## src/rtl/write_back_buffer.sv

```systemverilog
// Write-back buffer: small circular FIFO of evicted dirty lines drained to memory.
// Ports: clk/reset; evict push (evict_address, evict_data); lookup probe
// (lookup_address -> lookup_hit, lookup_data); memory write port
// (mem_write, mem_address, mem_data, mem_ack); status (full, empty, count, overflow).
module write_back_buffer #(
  parameter int DEPTH  = 4,
  parameter int ADDR_W = 32,
  parameter int DATA_W = 32
) (
  input  logic                     clk,
  input  logic                     reset,
  input  logic                     evict,
  input  logic [ADDR_W-1:0]        evict_address,
  input  logic [DATA_W-1:0]        evict_data,
  input  logic [ADDR_W-1:0]        lookup_address,
  output logic                     lookup_hit,
  output logic [DATA_W-1:0]        lookup_data,
  output logic                     mem_write,
  output logic [ADDR_W-1:0]        mem_address,
  output logic [DATA_W-1:0]        mem_data,
  input  logic                     mem_ack,
  output logic                     full,
  output logic                     empty,
  output logic [$clog2(DEPTH):0]   count,
  output logic                     overflow
);

  localparam int PW = $clog2(DEPTH);
  localparam int CW = PW + 1;

  typedef enum logic {IDLE, ISSUE} state_t;

  state_t              state_q;
  logic [ADDR_W-1:0]   addr_q [DEPTH];
  logic [DATA_W-1:0]   data_q [DEPTH];
  logic [DEPTH-1:0]    valid_q;
  logic [PW-1:0]       head_q;
  logic [PW-1:0]       tail_q;
  logic [CW-1:0]       count_q;

  logic [PW-1:0]       slot [DEPTH];
  logic                coal_hit;
  logic [PW-1:0]       coal_idx;
  logic                coalesce;
  logic                pop;
  logic                push_new;
  logic                drop;

  assign count = count_q;
  assign full  = (count_q == CW'(DEPTH));
  assign empty = (count_q == '0);

  assign pop      = (state_q == ISSUE) && mem_ack;
  assign coalesce = evict && coal_hit;
  assign push_new = evict && !coal_hit && (!full || pop);
  assign drop     = evict && !coal_hit && full && !pop;

  // slot[k] is the k-th oldest position, so later matches are younger
  always_comb begin
    for (int k = 0; k < DEPTH; k++) begin
      slot[k] = head_q + PW'(k);
    end
  end

  always_comb begin
    lookup_hit  = 1'b0;
    lookup_data = '0;
    for (int k = 0; k < DEPTH; k++) begin
      if (valid_q[slot[k]] && addr_q[slot[k]] == lookup_address) begin
        lookup_hit  = 1'b1;
        lookup_data = data_q[slot[k]];
      end
    end
  end

  // The in-flight head has its data latched already, so it is never
  // a coalesce target; a matching push then allocates a fresh entry.
  always_comb begin
    coal_hit = 1'b0;
    coal_idx = head_q;
    for (int k = 0; k < DEPTH; k++) begin
      if (valid_q[slot[k]] && addr_q[slot[k]] == evict_address &&
          !(state_q == ISSUE && k == 0)) begin
        coal_hit = 1'b1;
        coal_idx = slot[k];
      end
    end
  end

  // When full, tail equals head; the push write must win over the pop clear.
  always_ff @(posedge clk) begin
    if (reset) begin
      valid_q <= '0;
    end else begin
      if (pop)      valid_q[head_q] <= 1'b0;
      if (push_new) valid_q[tail_q] <= 1'b1;
    end
  end

  always_ff @(posedge clk) begin
    if (!reset) begin
      if (coalesce) data_q[coal_idx] <= evict_data;
      if (push_new) begin
        addr_q[tail_q] <= evict_address;
        data_q[tail_q] <= evict_data;
      end
    end
  end

  always_ff @(posedge clk) begin
    if (reset) begin
      head_q  <= '0;
      tail_q  <= '0;
      count_q <= '0;
    end else begin
      if (pop)      head_q <= head_q + 1'b1;
      if (push_new) tail_q <= tail_q + 1'b1;
      case ({push_new, pop})
        2'b10:   count_q <= count_q + 1'b1;
        2'b01:   count_q <= count_q - 1'b1;
        default: count_q <= count_q;
      endcase
    end
  end

  always_ff @(posedge clk) begin
    if (reset) begin
      state_q     <= IDLE;
      mem_write   <= 1'b0;
      mem_address <= '0;
      mem_data    <= '0;
      overflow    <= 1'b0;
    end else begin
      overflow <= drop;
      case (state_q)
        IDLE: begin
          mem_write <= 1'b0;
          if (!empty) begin
            state_q     <= ISSUE;
            mem_write   <= 1'b1;
            mem_address <= addr_q[head_q];
            // forward a same-cycle coalesce into the head being launched
            mem_data    <= (coalesce && coal_idx == head_q) ?
                           evict_data : data_q[head_q];
          end
        end
        ISSUE: begin
          if (mem_ack) begin
            state_q   <= IDLE;
            mem_write <= 1'b0;
          end
        end
        default: begin
          state_q   <= IDLE;
          mem_write <= 1'b0;
        end
      endcase
    end
  end

endmodule

```

## config.mk

```make
export PLATFORM = sky130hd
export DESIGN_NAME = write_back_buffer
export DESIGN_NICKNAME = d
export VERILOG_FILES = /design/src/rtl/write_back_buffer.sv
export SDC_FILE = /design/constraint.sdc
export NUM_CORES = 1
export LEC_CHECK = 0
export CORE_AREA = 4 4 232 234
export DETAILED_ROUTE_END_ITERATION = 8
export DIE_AREA = 0 0 236 238
export GPL_TIMING_DRIVEN = 0
export SKIP_LAST_GASP = 1
export SLEW_MARGIN = 5
export SYNTH_ARGS = -nofsm -noshare
export SYNTH_HDL_FRONTEND = slang
export SYNTH_SLANG_ARGS = --single-unit
```

## constraint.sdc

```tcl
create_clock -name clk -period 18.85 [get_ports clk]
set_input_delay 3.77 -clock clk [delete_from_list [all_inputs] [get_ports clk]]
set_output_delay 3.77 -clock clk [all_outputs]
set_load 0.01 [all_outputs]
```

==> metrics <==
outcome=complete, no violations; hold bufs inserted after CTS=0; dpl cell area=roughly 26000 µm²; crit end category=output pin; post-synthesis sequential element count=~340; Max IR drop VDD=around 75 µV; Cells after Synth=about 1900; Max-slew headroom=12.56%; postcts setup bufs=0; skew final=31.40 ps; synth warn=0; Post-synth EDFFs=256; Die Span Y=238 µm; Tmin final=approximately 14000 ps; Final Wtd Congestion=between 1 and 1.5; vias in the first global route=approximately 19000; HP Class=flop to flop; R2R depth=23; count of cell types in the netlist=between 70 and 80; Final period util=74.27%; final core utilization=between 50 and 60%; Setup TNS=0 ps; Pre-antenna DRT Iters=5; Max Slew Vio Count=0; Hold Crit Depth=2; Filler cells=roughly 4500; fin nets=2282; DR vias/cell=approximately 6.8; Leakage=roughly 0.0092 µW; final instance area=between 20000 and 30000 µm²; Antenna Nets Post-Route=0; final setup fails=0; Mapped Avg Cell Area=about 12 µm²; die footprint=approximately 56000 µm²; area of the multi-input gates=13060 µm²; share of cells above drive strength 1=16.51%; sequential share of the synthesized area=40.20%; DP Wirelength=81.76 mm; P&R area growth vs syn=19.41%; required time of the critical path=~15000 ps; Worst Tran Pin Value=between 1000 and 1500 ps; CTS root buf=clkbuf_16; IO Pins=204; Clock Pin Slew Worst Setup and Hold Paths=~70 ps; Cell Rows=84; Max Freq=71.43 MHz; Diodes inserted=0; clock sinks=between 300 and 400; most instantiated cells after synthesis=edfxtp_1 (256), mux2i_1 (253), nand2_1 (177); Primary FF master, synth=edfxtp_1; Hold Fails Final Rpt=0; register area=around 9300 µm²; initial antenna violation count=1; most common cell in the synthesized netlist=edfxtp_1; worst path arrival time=between 10000 and 15000 ps; Syn Nets=approximately 2000; MaxCap Viol Count=0; area of the core=52020 µm²; startpoint types=flop; crit path max fanout=10; drt initial violations=approximately 2900; Syn Std Cell Area=~23000 µm²; I/O Buffers=slightly below 200; DRT Wirelength=between 100 and 150 mm; largest net degree at the start of global routing=25; first-pass GRT wire length=roughly 150 mm; total number of vias=19740; RSZ-0062 raised after global routing=no; DR DRC count=0; routed len/inst=36.98 µm; Die W=roughly 240 µm; grt ovf=0; CTS Buf Count=41; CTS Buffer Depth=3; Setup CP Type=flop to output pin; # H-tree levels=2; CTS tree=done; Synth top area share=between 30 and 40%; pwr dens=114.6 nW/µm²; clk_lat worst skew=slightly below 600 ps; top cells by area, synth=edfxtp_1 (33%), mux4_2 (17%), mux2i_1 (11%), dfxtp_1 (6.9%), xnor2_1 (6.3%); Starting Density=between 40 and 50%; Post-synth ARST share=0%; Synth area leader=edfxtp_1; GRT Util Overall=36.94%; Resize count post-CTS=0
cell usage in the layout (no fill, tap or decap), types with 6 or more instances in the layout:
| cell | instances |
|---|---|
| mux2i_1 | 253 |
| o21ai_0 | 107 |
| buf_1 | 19 |
| nand2_1 | 177 |
| xnor2_1 | 165 |
| ha_1 | 8 |
| nor2b_1 | 6 |
| buf_6 | 17 |
| nor2_1 | 69 |
| xor2_1 | 69 |
| nor3_1 | 18 |
| mux2_2 | 43 |
| o2bb2ai_1 | 6 |
| edfxtp_1 | 256 |
| buf_12 | 6 |
| dfxtp_1 | 80 |
| a21oi_1 | 78 |
| nor4_1 | 32 |
| o2111ai_1 | 7 |
| buf_4 | 8 |
| o221ai_1 | 7 |
| and2_1 | 6 |
| nand2b_1 | 14 |
| o22ai_1 | 9 |
| mux4_2 | 174 |
| nand3_1 | 17 |
| clkbuf_16 | 41 |
| a2bb2oi_1 | 8 |
| inv_1 | 19 |
| clkdlybuf4s50_1 | 198 |
| buf_2 | 22 |
| clkbuf_1 | 82 |
| clkinv_2 | 7 |
| nand4_1 | 43 |
| and4_1 | 6 |
where the power goes:
part           total (µW)  leakage (µW)  switching (µW)  internal [µW]
Clock                 825      0.000664             342            483
Combinational        1370       0.00555             846            528
Sequential            962       0.00298            69.3            893
Total                3160       0.00919            1260           1900
worst max-delay path, stage by stage, from the launching register on:
cell and delay [ps]:
dfxtp_1 370, buf_6 230, buf_6 260, buf_6 300, buf_6 270, buf_6 210, buf_2 490, buf_1 660
buf_2 430, inv_1 130, ha_1 300, buf_2 260, buf_6 270, buf_6 250, buf_4 300, buf_2 320
buf_2 460, mux2i_1 760, xor2_1 230, nor4bb_1 370, nand4_1 490, and2_1 360, clkbuf_1 200, buf_1 370
nor2_1 200, mux2i_1 90, mux2i_1 360, clkdlybuf4s50_1 620
metrics by stage:
stage / power (µW) / cells / setup WS (ps) / hold WS, ps
after floorplan: 1712 / 1921 / 9467 / 478.9
after global placement: 2283 / 2807 / 5192 / 448.1
after detailed placement: 2295 / 2818 / 5837 / 449.0
after CTS: 3122 / 2893 / 5197 / 457.8
after global routing: 3250 / 2893 / 4645 / 473.5
final: 3161 / 2893 / 4850 / 458.1
sequential cells by signal (all words and copies together), names as in the netlist, named ones only:
name         count
addr_q         128
data_q         128
mem_address     32
mem_data        32
valid_q          4
count            3
head_q           2
tail_q           2
mem_write        1
overflow         1
state_q          1
metal layers:
layer  up-vias  part of all wire (%)  track usage, %
met5         -                0.0065               0
met4         2                   5.0           15.04
met3       285                    13           11.49
met2      1476                    41           51.57
met1     10060                    42           53.60
li1       7914                     -               -
cell type report:
type | count | area share (%)
buffer | 145 | 2.648
clock buffer | 48 | 3.922
clock inverter | 27 | 1.061
inverter | 21 | 0.2857
multi-input combinational | 1419 | 47.32
sequential | 336 | 33.66
tap | 688 | 3.120
timing repair buffer | 209 | 7.981
logic make-up (layout without fill, tap and decap cells):
family	Yosys count	in the layout	synth area share, %
multiplexers	478	478	30.71
AND/OR/NAND/NOR	422	422	8.875
AO/OA/AOI/OAI	274	274	7.185
XOR/XNOR	236	236	9.010
adder cells (fa/ha/maj)	9	9	0.5198
flip-flops	336	336	40.20
buffers and inverters	166	450	3.498
path summary, 6_finish.rpt:
check / slack (ps) / from / end
max reg2reg: 8910 / head_q[0]$_SDFFE_PP0P_ / data_q[1][6]$_DFFE_PP_
max: 4850 / head_q[0]$_SDFFE_PP0P_ / lookup_data[17]
min: 460 / mem_address[0]$_SDFFE_PP0P_ / mem_address[0]$_SDFFE_PP0P_
min reg2reg: 460 / mem_address[0]$_SDFFE_PP0P_ / mem_address[0]$_SDFFE_PP0P_
No activity file was read; power rests on OpenSTA's default activity.
